File: src/rtl/fetch_unit_pkg.sv
// fetch_unit_pkg: shared constants, next-PC source encoding and fetch helpers
package fetch_unit_pkg;

    localparam logic [31:0] RESET_PC_DEF   = 32'h0000_3000;
    localparam logic [31:0] IMEM_BASE_DEF  = 32'h0000_3000;
    localparam int          IMEM_WORDS_DEF = 4096;
    localparam logic [31:0] NOP            = 32'h0000_0000;

    localparam logic [5:0] OP_SPECIAL = 6'h00;
    localparam logic [5:0] OP_J       = 6'h02;
    localparam logic [5:0] OP_JAL     = 6'h03;
    localparam logic [5:0] OP_BEQ     = 6'h04;
    localparam logic [5:0] OP_BNE     = 6'h05;
    localparam logic [5:0] FUNC_JR    = 6'h08;
    localparam logic [5:0] FUNC_JALR  = 6'h09;

    // Which rule decided the next PC; the top also uses it to steer IF/ID.
    typedef enum logic [2:0] {
        SRC_FLUSH,
        SRC_HOLD,
        SRC_JUMP,
        SRC_BRANCH,
        SRC_SEQ
    } npc_src_e;

    // PC-relative branch target of the instruction in D (delay-slot relative).
    function automatic logic [31:0] branch_target(input logic [31:0] pc, input logic [15:0] imm);
        return pc + 32'd4 + {{14{imm[15]}}, imm, 2'b00};
    endfunction

    // Fault when misaligned or outside [base, limit); compared in 33 bits so
    // a window ending at 2^32 still works.
    function automatic logic fetch_fault(input logic [31:0] pc, input logic [31:0] base,
                                         input logic [32:0] limit);
        return (pc[1:0] != 2'b00) || ({1'b0, pc} < {1'b0, base}) || ({1'b0, pc} >= limit);
    endfunction

    // Control-transfer classification matching the branch/jump unit's decode.
    function automatic logic is_redirect_op(input logic [31:0] instr);
        return (instr[31:26] == OP_J) || (instr[31:26] == OP_JAL) ||
               (instr[31:26] == OP_BEQ) || (instr[31:26] == OP_BNE) ||
               ((instr[31:26] == OP_SPECIAL) &&
                ((instr[5:0] == FUNC_JR) || (instr[5:0] == FUNC_JALR)));
    endfunction

endpackage

File: src/rtl/fetch_unit_npc_sel.sv
// fetch_unit_npc_sel: prioritised next-PC selection (flush > stall > jump > branch > seq)
module fetch_unit_npc_sel
    import fetch_unit_pkg::*;
(
    input  logic [31:0] f_pc,
    input  logic [31:0] d_pc,
    input  logic [15:0] d_imm,
    input  logic        flush,
    input  logic        stall,
    input  logic        d_branch,
    input  logic        d_jump,
    input  logic [31:0] flush_pc,
    input  logic [31:0] d_jump_addr,
    output logic [31:0] next_pc,
    output npc_src_e    src
);

    // Stall ignores redirects since D operands are not final yet.
    always_comb begin
        src     = SRC_SEQ;
        next_pc = f_pc + 32'd4;
        if (flush) begin
            src     = SRC_FLUSH;
            next_pc = flush_pc;
        end else if (stall) begin
            src     = SRC_HOLD;
            next_pc = f_pc;
        end else if (d_jump) begin
            src     = SRC_JUMP;
            next_pc = d_jump_addr;
        end else if (d_branch) begin
            src     = SRC_BRANCH;
            next_pc = branch_target(d_pc, d_imm);
        end
    end

endmodule

File: src/rtl/fetch_unit.sv
// fetch_unit: PC register, next-PC selection and IF/ID register of the MIPS pipeline
module fetch_unit
    import fetch_unit_pkg::*;
#(
    parameter logic [31:0] RESET_PC   = RESET_PC_DEF,
    parameter logic [31:0] IMEM_BASE  = IMEM_BASE_DEF,
    parameter int          IMEM_WORDS = IMEM_WORDS_DEF
) (
    input  logic        clk,
    input  logic        reset,
    input  logic        stall,
    input  logic        flush,
    input  logic [31:0] flush_pc,
    input  logic        d_branch,
    input  logic        d_jump,
    input  logic [31:0] d_jump_addr,
    output logic [31:0] imem_addr,
    input  logic [31:0] imem_rdata,
    output logic [31:0] f_pc,
    output logic [31:0] d_instr,
    output logic [31:0] d_pc,
    output logic [31:0] d_pc8,
    output logic        d_valid,
    output logic        d_fetch_err
);

    localparam logic [32:0] IMEM_LIMIT = {1'b0, IMEM_BASE} + (33'(IMEM_WORDS) << 2);

    logic [31:0] pc_q, pc_d;
    logic [31:0] instr_q, instr_d;
    logic [31:0] dpc_q, dpc_d;
    logic        valid_q, valid_d;
    logic        err_q, err_d;
    logic [31:0] next_pc;
    npc_src_e    src;
    logic        fault;

    fetch_unit_npc_sel u_npc_sel (
        .f_pc        (pc_q),
        .d_pc        (dpc_q),
        .d_imm       (instr_q[15:0]),
        .flush       (flush),
        .stall       (stall),
        .d_branch    (d_branch),
        .d_jump      (d_jump),
        .flush_pc    (flush_pc),
        .d_jump_addr (d_jump_addr),
        .next_pc     (next_pc),
        .src         (src)
    );

    // Fault detection on the current fetch address and IF/ID next-state.
    always_comb begin
        fault   = fetch_fault(pc_q, IMEM_BASE, IMEM_LIMIT);
        pc_d    = next_pc;
        instr_d = fault ? NOP : imem_rdata;
        dpc_d   = pc_q;
        valid_d = 1'b1;
        err_d   = fault;
        if (src == SRC_FLUSH) begin
            instr_d = NOP;
            dpc_d   = 32'd0;
            valid_d = 1'b0;
            err_d   = 1'b0;
        end else if (src == SRC_HOLD) begin
            instr_d = instr_q;
            dpc_d   = dpc_q;
            valid_d = valid_q;
            err_d   = err_q;
        end
    end

    // PC and IF/ID state; reset drops any redirect in progress.
    always_ff @(posedge clk or posedge reset) begin
        if (reset) begin
            pc_q    <= RESET_PC;
            instr_q <= NOP;
            dpc_q   <= 32'd0;
            valid_q <= 1'b0;
            err_q   <= 1'b0;
        end else begin
            pc_q    <= pc_d;
            instr_q <= instr_d;
            dpc_q   <= dpc_d;
            valid_q <= valid_d;
            err_q   <= err_d;
        end
    end

    assign imem_addr   = pc_q;
    assign f_pc        = pc_q;
    assign d_instr     = instr_q;
    assign d_pc        = dpc_q;
    assign d_pc8       = dpc_q + 32'd8;
    assign d_valid     = valid_q;
    assign d_fetch_err = err_q;

endmodule

File: config.mk
export PLATFORM = sky130hd
export DESIGN_NAME = fetch_unit
export DESIGN_NICKNAME = d
export VERILOG_FILES = /design/src/rtl/fetch_unit_pkg.sv /design/src/rtl/fetch_unit_npc_sel.sv /design/src/rtl/fetch_unit.sv
export SDC_FILE = /design/constraint.sdc
export NUM_CORES = 1
export LEC_CHECK = 0
export ABC_AREA = 0
export CORE_ASPECT_RATIO = 1.1
export CORE_MARGIN = 5
export CORE_UTILIZATION = 47
export DETAILED_ROUTE_END_ITERATION = 7
export PLACE_DENSITY = 0.92
export SYNTH_ARGS = -nofsm -noshare
export SYNTH_HDL_FRONTEND = slang
export SYNTH_HIERARCHICAL = 1
export SYNTH_SLANG_ARGS = --single-unit
File: constraint.sdc
create_clock -name clk -period 3.83 [get_ports clk]
set_input_delay 0.383 -clock clk [delete_from_list [all_inputs] [get_ports clk]]
set_output_delay 0.383 -clock clk [all_outputs]
set_load 0.03 [all_outputs]
# Word-level counts from Yosys, hierarchy flattened
# Cells that the tools add are included.
dict set report word_totals {
  wordCells 35
  inputBits 102
  out_inout_bits 162
  register_bits 98
}
dict set report op_classes {
  eq_ne 3
  n_addsub 4
  muxes 17
  reduce_logical 4
  magnitude_cmp 2
}
# op count
set ops {}
lappend ops {{$mux 32} 9}
lappend ops {{$add 32x3->32 const B} 2}
lappend ops {{$add 32x32->32} 1}
lappend ops {{$add 32x4->32 const B} 1}
lappend ops {{$ge 32x15->1 const B} 1}
lappend ops {{$lt 32x14->1 const B} 1}
lappend ops {{$mux 3} 4}
lappend ops {{$mux 1} 4}
lappend ops {{$eq 3x1->1 const B} 1}
lappend ops {{$logic_not 3->1} 1}
lappend ops {{$logic_or 1x1->1} 2}
lappend ops {{$ne 2x1->1 const B} 1}
lappend ops {{$ne 2x2->1 const B} 1}
lappend ops {{$reduce_bool 2->1} 1}

# Longest topological paths before layout
# Gate-level depths: netlist of the first run.
dict set report depth {
  depth_word 7
  mapped_depth 13
  ltp_nobuf 13
}

# Cells and area by module
# Netlist of the first run, hierarchy kept.
# module seq_area_each_um2 instances cells_per_inst area_per_inst_um2
set by_module_without_submodules {}
lappend by_module_without_submodules {fetch_unit 2454.9 1 447 4305.4}
lappend by_module_without_submodules {fetch_unit_npc_sel 0.0 1 542 3613.5}

# Worst setup path after synthesis of the first run
# OpenSTA, ideal clock, no wires.
dict set report synth_timing {
  kind {register to register}
  start {reg dpc_q[7] (netlist: d_pc[7])}
  end {reg pc_q[26] (netlist: f_pc[26])}
  setup_ns 0.132
  t_required_ns 3.698
  t_arrival_ns 3.004
  path_stages_with_launch 11
  path_buffers 0
  path_slack_ns 0.694
  path_cell_list {dfrtp_1 > ha_1 > ha_1 > and3_1 > a221oi_2 > o311ai_2 > a41o_1 > a22o_2 > o41ai_2 > xor2_1 > o21ai_1}
}
dict set report synth_via {
  elab_chain_cells 6
}
# element line
set synth_lines {}
lappend synth_lines {{from (decl)} fetch_unit.sv:31} ;# logic [31:0] dpc_q, dpc_d;
lappend synth_lines {{from (signal assigned)} fetch_unit.sv:84} ;# dpc_q <= dpc_d;
lappend synth_lines {{$add 32x3->32} fetch_unit_pkg.sv:28} ;# return pc + 32'd4 + {{14{imm[15]}}, imm, 2'b00};
lappend synth_lines {{$add 32x32->32} fetch_unit_pkg.sv:28}
lappend synth_lines {{$mux 32} fetch_unit_npc_sel.sv:31} ;# end else if (d_branch) begin
lappend synth_lines {{$mux 32} fetch_unit_npc_sel.sv:28} ;# end else if (d_jump) begin
lappend synth_lines {{$mux 32} fetch_unit_npc_sel.sv:25} ;# end else if (stall) begin
lappend synth_lines {{$mux 32} fetch_unit_npc_sel.sv:22} ;# if (flush) begin
lappend synth_lines {{via next_pc[26]} fetch_unit.sv:34} ;# logic [31:0] next_pc;
lappend synth_lines {{to (signal assigned)} fetch_unit.sv:82} ;# pc_q <= pc_d;
lappend synth_lines {{to (decl)} fetch_unit.sv:29} ;# logic [31:0] pc_q, pc_d;
# The timed path passes the listed nets, and every way through them passes these cells. The select of a mux whose other input is x is not followed.
# A chain may end at the register's enable or synchronous reset.

# Final worst setup path of the first run
# Ends and elaborated chain as after synthesis.

==> impl_metrics.env, run 1 <==
export IMPL_status="complete, no violations"
export IMPL_dp_hpwl_mm=21.5
export IMPL_crit_slowest_cell="dfrtp_1"
export IMPL_synth_top_area_frac=0.303
export IMPL_fmax_mhz=301
export IMPL_synth_top_family_by_area="simple AND/OR/NAND/NOR gates"
export IMPL_vias_per_cell=6.14
export IMPL_core_area_mm2=0.0164
export IMPL_seq_area_mm2=0.00245
export IMPL_dp_cells=1381
export IMPL_leakage_nw=4.71
export IMPL_cts_resized=0
export IMPL_ys_ff_latch=98
export IMPL_dieArea_mm2=0.0195
export IMPL_grt_pass1_wl_mm=45.3
export IMPL_fin_tns_setup_ps=0
export IMPL_synthArstFlopShare=1.00
export IMPL_synthMuxAreaShare=0.00932
export IMPL_synth_xor_area_frac=0.0774
export IMPL_ir_drop_uv=213
export IMPL_final_common_cell="clkdlybuf4s50_1"
export IMPL_cp_end_kind="flip-flop"
export IMPL_yosysTopAreaCell="dfrtp_1"
export IMPL_crit_top_cell="ha_1"
export IMPL_antenna_found_initial=1
export IMPL_crit_fanout=7
export IMPL_cts_sinks=98
export IMPL_holdWs_ps=492
export IMPL_synth_area_leaders="dfrtp_1 (30%), ha_1 (9.3%), nand2_1 (7.6%)"
export IMPL_maxCapViolCount=0
export IMPL_drt_wl_total_mm=28.8
export IMPL_hold_violations=0
export IMPL_rows=49
export IMPL_total_power_mw=3.26
export IMPL_tightest_slew_ps=1020
export IMPL_final_max_slew_violation_count=0
export IMPL_nFillCells=1352
export IMPL_rsz0062_at_grt="no"
export IMPL_cts_tree="yes"
export IMPL_power_density_mw_per_mm2=303
export IMPL_synth_cells=989
export IMPL_synth_warnings=6
export IMPL_crit_arrival_ps=3550
export IMPL_setup_violations=0
export IMPL_postCtsSetupBuffers=0
export IMPL_routabilityCongestion=0.896
export IMPL_layout_common_cells="clkdlybuf4s50_1 (263), nand2_1 (161), nand3_1 (103)"
export IMPL_worst_clock_skew_ps=7.69
export IMPL_cp_cell_sequence="ha_1 -> ha_1 -> and3_1 -> a221oi_2 -> o311ai_2 -> a41o_1 -> a22o_2 -> o41ai_2 -> xor2_1 -> o21ai_1"
export IMPL_drt_pass1_iterations=5
export IMPL_multi_input_area_mm2=0.00490
export IMPL_drive_gt1_frac=0.0486
export IMPL_htree_levels=3
export IMPL_max_stage_delay_ps=470
export IMPL_synth_cell_area_mm2=0.00792
export IMPL_synth_edf_count=0
export IMPL_synthAdderAreaFrac=0.0957
export IMPL_ios=264
export IMPL_period_share=0.868
export IMPL_routedWlPerCell_um=20.6
export IMPL_ys_seq_area_frac=0.310
export IMPL_n_antenna_cell=0
export IMPL_syn_to_final_growth_pct=35.9
export IMPL_clockRootBuffer="clkbuf_16"
export IMPL_overflow=0
export IMPL_grt_pass1_vias=8630
export IMPL_portBuffers=263
export IMPL_cts_buffers=9
export IMPL_synthFlopType="dfrtp_1"
export IMPL_required_ps=4050
export IMPL_num_vias=8577
export IMPL_synth_avg_cell_area_um2=8.01
export IMPL_start_util=0.482
export IMPL_drc=0
export IMPL_grt_util_all_layers=0.287
export IMPL_nets=1350
export IMPL_fin_cells=1397
export IMPL_synth_simple_area_share=0.256
export IMPL_grt_max_degree=63
export IMPL_final_antenna_net_count=0
export IMPL_ctsHoldBuffers=0
export IMPL_hp_class="reg2reg"
export IMPL_die_h_um=146
export IMPL_chipWidth_um=134
export IMPL_cts_max_path_buffers=2
export IMPL_path_clk_slew_ps=80
export IMPL_insertion_delay_ps=360
export IMPL_finalWorstSetupSlack_ps=505
export IMPL_synth_nets=1151
export IMPL_min_period_ps=3330
export IMPL_slew_headroom=0.322
export IMPL_first_iter_violations=884
export IMPL_worstSetupPathType="reg2reg"
export IMPL_synth_cell_types=71
export IMPL_synth_compound_area_frac=0.179
export IMPL_cp_start_kind="flip-flop"
export IMPL_dp_worst_setup_slack_ps=556
layout make-up:
type                    count  area share
multi-input cells         776       0.455
repair buffers            283       0.258
flip-flops and latches     98       0.228
well taps                 204      0.0237
clock buffers              10      0.0222
inverters                  20     0.00721
clock inverters             6     0.00488
power breakdown:
group | switching [mW] | internal, mW
registers | 0.161 | 1.10
logic | 0.616 | 0.464
clock network | 0.448 | 0.472
critical path: cells and delay by family (launching register included):
family,cells,cell delay (ps)
AOI/OAI and AO/OA,6,1620
xor gates and xnor gates,1,180
adders and majority gates,2,700
DFF,1,470
and+or+nand+nor,1,210
final timing paths:
path	slack (ps)	cells after the start	start	endpoint
max	500	10	d_pc[7]$_DFFE_PP0P_	f_pc[26]$_DFF_PP0_
min	490	2	d_valid$_DFFE_PP0P_	d_valid$_DFFE_PP0P_
max reg2reg	500	10	d_pc[7]$_DFFE_PP0P_	f_pc[26]$_DFF_PP0_
min reg2reg	490	2	d_valid$_DFFE_PP0P_	d_valid$_DFFE_PP0P_
max in group asynchronous	2500	3	reset	f_pc[1]$_DFF_PP0_
min in group asynchronous	530	2	reset	d_instr[26]$_DFFE_PP0P_
logic make-up (layout without fill, tap and decap cells):
kind of cell	Yosys count	after routing
AOI/OAI and AO/OA	216	216
buffers and inverters	115	319
adders and majority gates	60	60
DFF	98	98
and+or+nand+nor	423	423
muxes	7	7
xor gates and xnor gates	70	70
metal layers:
metal / up-vias / share of wire / global-route usage
li1: 3915 / - / -
met1: 4056 / 0.37 / 0.325
met2: 483 / 0.50 / 0.498
met3: 121 / 0.078 / 0.0647
met4: 2 / 0.056 / 0.159
met5: - / 0.00024 / 0
flip-flops by register name, indices dropped and copies added (netlist names):
signal,count
d_pc,32
d_valid,1
d_instr,32
f_pc,32
d_fetch_err,1
per-stage QoR:
| step | utilization | cell area (µm²) |
|---|---|---|
| after global routing | 0.655 | 10800 |
| after floorplan | - | 7920 |
| after global placement | 0.637 | 10500 |
| after detailed placement | 0.637 | 10500 |
| final | 0.655 | 10800 |
| after CTS | 0.655 | 10800 |
cells in the mapped netlist, types with 7 or more instances:
library cell / number
xnor2_1: 49
clkbuf_1: 43
or3_1: 7
nand3_1: 103
a21oi_1: 44
xor2_1: 21
a211oi_1: 7
a21o_1: 17
nand4_1: 22
nand2_1: 161
o211ai_1: 8
inv_1: 19
o21ai_0: 64
buf_1: 9
and3_1: 15
ha_1: 59
dfrtp_1: 96
a221oi_1: 10
nor2_1: 57
buf_4: 36
o21bai_1: 7
a22oi_1: 9
nor3_1: 17
(Power assumes the default switching activity.)
==> run 2: changes to the inputs <==
--- a/config.mk
+++ b/config.mk
@@ -6,12 +6,12 @@
 export NUM_CORES = 1
 export LEC_CHECK = 0
 export ABC_AREA = 0
+export ABC_CLOCK_PERIOD_IN_PS = 4200
 export CORE_ASPECT_RATIO = 1.1
 export CORE_MARGIN = 5
-export CORE_UTILIZATION = 47
+export CORE_UTILIZATION = 51
 export DETAILED_ROUTE_END_ITERATION = 7
-export PLACE_DENSITY = 0.92
+export PLACE_DENSITY = 0.95
 export SYNTH_ARGS = -nofsm -noshare
 export SYNTH_HDL_FRONTEND = slang
-export SYNTH_HIERARCHICAL = 1
 export SYNTH_SLANG_ARGS = --single-unit
==> constraint.sdc (replaced) <==
create_clock -name clk -period 4.2 [get_ports clk]
set_input_delay 0.42 -clock clk [delete_from_list [all_inputs] [get_ports clk]]
set_output_delay 0.42 -clock clk [all_outputs]
set_load 0.03 [all_outputs]
==> run 2 against run 1 <==
Effect of this change: clock skew about the same; critical path depth decreased by 2; final cell count decreased by 4.8%; core utilization increased by 3.5 points; non-clock buffer count is 10 lower; critical endpoint is now d_pc8[31]; largest cell class unchanged.
==> impl_metrics.env, run 2 <==
export IMPL_cts_buffers=9
export IMPL_min_period_ps=3620
export IMPL_ctsHoldBuffers=0
export IMPL_path_clk_slew_ps=70
export IMPL_ys_seq_area_frac=0.308
export IMPL_fmax_mhz=276
export IMPL_worstSetupPathType="reg2out"
export IMPL_rows=48
export IMPL_antenna_found_initial=1
export IMPL_htree_levels=3
export IMPL_leakage_nw=4.76
export IMPL_rr_worst_depth=11
export IMPL_synth_cell_types=73
export IMPL_syn_to_final_growth_pct=34.6
export IMPL_reg2reg_from="d_pc[3]$_DFFE_PP0P_"
export IMPL_cts_sinks=98
export IMPL_start_util=0.513
export IMPL_synth_common_cells="nor2_1 (102), dfrtp_1 (96), nand2_1 (85)"
export IMPL_postCtsSetupBuffers=0
export IMPL_rsz0062_at_grt="no"
export IMPL_synthFlopType="dfrtp_1"
export IMPL_grt_pass1_vias=7837
export IMPL_worst_clock_skew_ps=7.42
export IMPL_final_max_slew_violation_count=0
export IMPL_hp_class="in2async"
export IMPL_final_common_cell="clkdlybuf4s50_1"
export IMPL_slew_headroom=0.436
export IMPL_final_antenna_net_count=0
export IMPL_hold_violations=0
export IMPL_ir_drop_uv=218
export IMPL_ys_ff_latch=98
export IMPL_power_frac_comb=0.309
export IMPL_vias_per_cell=5.95
export IMPL_dp_hpwl_mm=19.8
export IMPL_overflow=0
export IMPL_drt_wl_total_mm=26.2
export IMPL_portBuffers=263
export IMPL_switchingPower_mw=1.04
export IMPL_cp_start_kind="flip-flop"
export IMPL_r2r_setup_slack_ps=820
export IMPL_drive_gt1_frac=0.0469
export IMPL_drt_pass1_iterations=5
export IMPL_worstSetupEndpoint="d_pc8[31]"
export IMPL_netSwitchingFraction=0.350
export IMPL_die_h_um=141
export IMPL_status="complete, no violations"
export IMPL_p_int_mw=1.93
export IMPL_p_clk_frac=0.310
export IMPL_routedWlPerCell_um=19.7
export IMPL_synth_top_area_frac=0.301
export IMPL_dieArea_mm2=0.0182
export IMPL_cts_resized=0
export IMPL_yosysTopAreaCell="dfrtp_1"
export IMPL_maxCapViolCount=0
export IMPL_grt_pass1_wl_mm=41.1
export IMPL_grt_max_degree=57
export IMPL_cp_startpoint="d_pc[3]$_DFFE_PP0P_"
export IMPL_nets=1287
export IMPL_routabilityCongestion=0.933
export IMPL_synth_cells=925
export IMPL_synth_area_leaders="dfrtp_1 (30%), ha_1 (9.4%), a21oi_1 (5.0%)"
export IMPL_period_share=0.863
export IMPL_core_area_mm2=0.0156
export IMPL_stdcell_area_mm2=0.0107
export IMPL_synth_warnings=0
export IMPL_ios=264
export IMPL_synth_cell_area_mm2=0.00798
export IMPL_synth_avg_cell_area_um2=8.63
export IMPL_required_ps=3780
export IMPL_chipWidth_um=129
export IMPL_clockRootBuffer="clkbuf_16"
export IMPL_cts_tree="yes"
export IMPL_setup_violations=0
export IMPL_pwr_share_seq=0.381
export IMPL_crit_fanout=7
export IMPL_nFillCells=1186
export IMPL_num_vias=7909
export IMPL_first_iter_violations=573
export IMPL_cp_end_kind="output pin"
export IMPL_power_density_mw_per_mm2=276
export IMPL_insertion_delay_ps=360
export IMPL_drc=0
export IMPL_grt_util_all_layers=0.283
export IMPL_cts_max_path_buffers=2
export IMPL_tightest_slew_ps=843
export IMPL_r2r_end="f_pc[29]$_DFFE_PP0P_"
export IMPL_synthArstFlopShare=1.00
export IMPL_fin_tns_setup_ps=0
export IMPL_placed_area_mm2=0.0104
export IMPL_synth_most_common_cell="nor2_1"
export IMPL_synth_edf_count=0
export IMPL_layout_common_cells="clkdlybuf4s50_1 (261), nor2_1 (102), dfrtp_1 (96)"
export IMPL_synth_nets=1088
export IMPL_crit_arrival_ps=3200
[run 2: cell count changes after synthesis, sizes merged, moves of 31 or more]
| cell | previous run | this run |
|---|---|---|
| a21oi | 44 | 79 |
| a22o | 2 | 33 |
| mux2i | 4 | 38 |
| nand2 | 161 | 85 |
| nand3 | 103 | 36 |
| nor2 | 57 | 102 |
[run 2: cell type report]
| type | count | area [µm²] | area share |
|---|---|---|---|
| Timing Repair Buffer | 273 | 2700 | 0.252 |
| Inverter | 25 | 96.3 | 0.00897 |
| Multi-Input combinational cell | 717 | 4910 | 0.458 |
| Clock buffer | 10 | 229 | 0.0213 |
| Tap cell | 200 | 250 | 0.0233 |
| Sequential cell | 98 | 2450 | 0.229 |
| Clock inverter | 6 | 90.1 | 0.00839 |
| Antenna cell | 1 | 2.50 | 0.000233 |
[run 2: logic make-up after synthesis]
group	share of synthesized area
simple gates	0.180
buf+inv	0.0781
compound gates	0.207
fa+ha+maj	0.0966
xor+xnor	0.0801
mux	0.0505
flops	0.308
[run 2: critical path, cell delays in order (launching register included)]
cell	delay, ps
dfrtp_1	470
ha_1	220
nand3_1	150
nor2_1	460
and3_1	330
nand3_1	180
nor2_1	180
xor2_1	160
clkdlybuf4s50_1	690
[run 2: layer usage]
layer,GRT usage,vias to the layer above,part of all wire
li1,-,3686,-
met1,0.344,3755,0.39
met2,0.477,389,0.49
met3,0.0682,79,0.087
met4,0.118,0,0.042
met5,0,-,0
[run 2: power groups by stage]
stage | clock network, mW | registers (mW) | logic, mW
global placement | 0 | 1.14 | 0.899
detailed placement | 0 | 1.14 | 0.914
floorplan | 0 | 1.21 | 0.468
finish | 0.917 | 1.13 | 0.916
global route | 0.962 | 1.14 | 0.974
CTS | 0.924 | 1.12 | 0.918
[run 2: metrics by stage]
step           power (mW)  hold WS (ps)   util  worst slack, ps  instances
2_1_floorplan        1.68           534      -             1150        925
3_3_place_gp         2.04           488  0.670             1050       1313
3_5_place_dp         2.06           491  0.670              913       1313
4_1_cts              2.97           442  0.690              563       1329
5_1_grt              3.08           474  0.690              454       1330
6_report             2.96           423  0.690              576       1330
[run 2: worst min-delay path by stage]
stage | slack (ps) | endpoint | cells after the start
finish | 420 | d_pc[1]$_DFFE_PP0P_ | 2
global route | 470 | d_pc[1]$_DFFE_PP0P_ | 2
CTS | 440 | f_pc[11]$_DFFE_PP0P_ | 2
detailed placement | 490 | d_instr[21]$_DFFE_PP0P_ | 1
global placement | 490 | d_instr[18]$_DFFE_PP0P_ | 1
floorplan | 530 | f_pc[13]$_DFFE_PP1P_ | 2
==> run 3: changes to the inputs <==
--- a/config.mk
+++ b/config.mk
@@ -12,6 +12,7 @@
 export CORE_UTILIZATION = 51
 export DETAILED_ROUTE_END_ITERATION = 7
 export PLACE_DENSITY = 0.95
+export RECOVER_POWER = 25
 export SYNTH_ARGS = -nofsm -noshare
 export SYNTH_HDL_FRONTEND = slang
 export SYNTH_SLANG_ARGS = --single-unit
==> run 3 against run 2 <==
Effect of this change: the flow now finishes with violations (max-capacitance violations, max-slew violations); worst setup slack gained 6.0 ps; fmax grew 0.17%; register-to-register slack is essentially flat; via count grew 0.33%; global-route usage is the same; critical path depth is the same; sequential cell count is the same; sequential power is essentially flat; combinational power is essentially flat; power is essentially flat.
==> impl_metrics.env, run 3 (synthesis results as in run 2) <==
export IMPL_first_iter_violations=572
export IMPL_postCtsSetupBuffers=0
export IMPL_final_antenna_net_count=0
export IMPL_hp_class="reg2reg"
export IMPL_ctsHoldBuffers=0
export IMPL_ios=264
export IMPL_cts_resized=0
export IMPL_status="finished with violations"
export IMPL_rsz0062_at_grt="no"
export IMPL_drt_pass1_iterations=5
export IMPL_core_area_mm2=0.0156
export IMPL_maxCapViolCount=4
export IMPL_crit_arrival_ps=3200
export IMPL_htree_levels=3
export IMPL_finalWorstSetupSlack_ps=582
export IMPL_drc=0
export IMPL_grt_max_degree=57
export IMPL_cts_buffers=9
export IMPL_die_h_um=141
export IMPL_routedWlPerCell_um=19.7
export IMPL_routabilityCongestion=0.933
export IMPL_setup_violations=0
export IMPL_clockRootBuffer="clkbuf_16"
export IMPL_layout_common_cells="clkdlybuf4s50_1 (260), nor2_1 (102), dfrtp_1 (96)"
export IMPL_dr_wl_met2_mm=12.7
export IMPL_num_vias=7935
export IMPL_leakage_nw=4.75
export IMPL_vias_per_cell=5.97
export IMPL_crit_fanout=7
export IMPL_cts_sinks=98
export IMPL_cp_end_kind="output pin"
export IMPL_min_period_ps=3620
export IMPL_start_util=0.513
export IMPL_fin_tns_setup_ps=0
export IMPL_placed_area_mm2=0.0104
export IMPL_drt_wl_total_mm=26.2
export IMPL_ir_drop_uv=218
export IMPL_rows=48
export IMPL_hold_violations=0
export IMPL_final_max_slew_violation_count=153
export IMPL_cp_start_kind="flip-flop"
export IMPL_overflow=0
export IMPL_tightest_slew_ps=2600
export IMPL_fmax_mhz=276
export IMPL_period_share=0.861
export IMPL_violations="max-capacitance violations, max-slew violations"
export IMPL_path_clk_slew_ps=70
export IMPL_cts_max_path_buffers=2
export IMPL_stdcell_area_mm2=0.0107
export IMPL_dp_hpwl_mm=19.8
export IMPL_top_layer="met4"
export IMPL_wl_met3_mm=2.27
export IMPL_antenna_found_initial=1
export IMPL_chipWidth_um=129
export IMPL_worstSetupPathType="reg2out"
export IMPL_syn_to_final_growth_pct=34.4
export IMPL_total_power_mw=2.96
export IMPL_power_density_mw_per_mm2=276
export IMPL_drive_gt1_frac=0.0443
export IMPL_nets=1287
export IMPL_slew_headroom=-0.736
export IMPL_required_ps=3780
export IMPL_insertion_delay_ps=360
export IMPL_dieArea_mm2=0.0182
export IMPL_grt_pass1_wl_mm=41.1
export IMPL_grt_pass1_vias=7837
export IMPL_portBuffers=263
export IMPL_final_common_cell="clkdlybuf4s50_1"
export IMPL_worst_clock_skew_ps=7.46
export IMPL_grt_util_all_layers=0.283
export IMPL_dp_worst_setup_slack_ps=913
export IMPL_cts_tree="yes"
export IMPL_wl_met1_mm=10.1
run 3: worst max-delay path, cell delays in order, from the launching register on:
cell and delay (ps):
dfrtp_1 470, ha_1 220, nand3_1 150, nor2_1 460
and3_1 330, nand3_1 180, nor2_1 180, xor2_1 160
clkdlybuf4s50_1 690
run 3: path summary, 6_finish.rpt:
path | slack (ps) | cells past startpoint | end | startpoint
min | 510 | 1 | d_instr[22]$_DFFE_PP0P_ | d_instr[22]$_DFFE_PP0P_
min reg2reg | 510 | 1 | d_instr[22]$_DFFE_PP0P_ | d_instr[22]$_DFFE_PP0P_
max | 580 | 8 | d_pc8[31] | d_pc[3]$_DFFE_PP0P_
min in group asynchronous | 880 | 2 | d_pc[1]$_DFFE_PP0P_ | reset
max reg2reg | 820 | 11 | f_pc[29]$_DFFE_PP0P_ | d_pc[3]$_DFFE_PP0P_
max in group asynchronous | 970 | 3 | d_instr[9]$_DFFE_PP0P_ | reset
run 3: per-layer routing:
layer	vias up	track usage
li1	3684	-
met1	3772	0.344
met2	398	0.477
met3	81	0.0682
met4	0	0.118
met5	-	0
run 3: report_power, final:
part / leakage (nW) / switching (mW) / internal, mW
logic: 3.31 / 0.513 / 0.404
registers: 1.29 / 0.129 / 0.998
clock network: 0.153 / 0.393 / 0.525
total: 4.75 / 1.03 / 1.93
run 3: final cells by class:
type	instances	area, µm²
fill	1193	4830
inverter	25	95.1
multi-input combinational	717	4910
clock buffer	10	229
clock inverter	6	90.1
antenna	1	2.50
sequential	98	2450
timing repair buffer	273	2690
tap	200	250
run 3: per-stage QoR:
stage,utilization,hold slack (ps),instances
after floorplan,-,534,925
after global placement,0.670,488,1313
after detailed placement,0.670,491,1313
after CTS,0.690,442,1329
after global routing,0.690,517,1330
final,0.690,506,1330
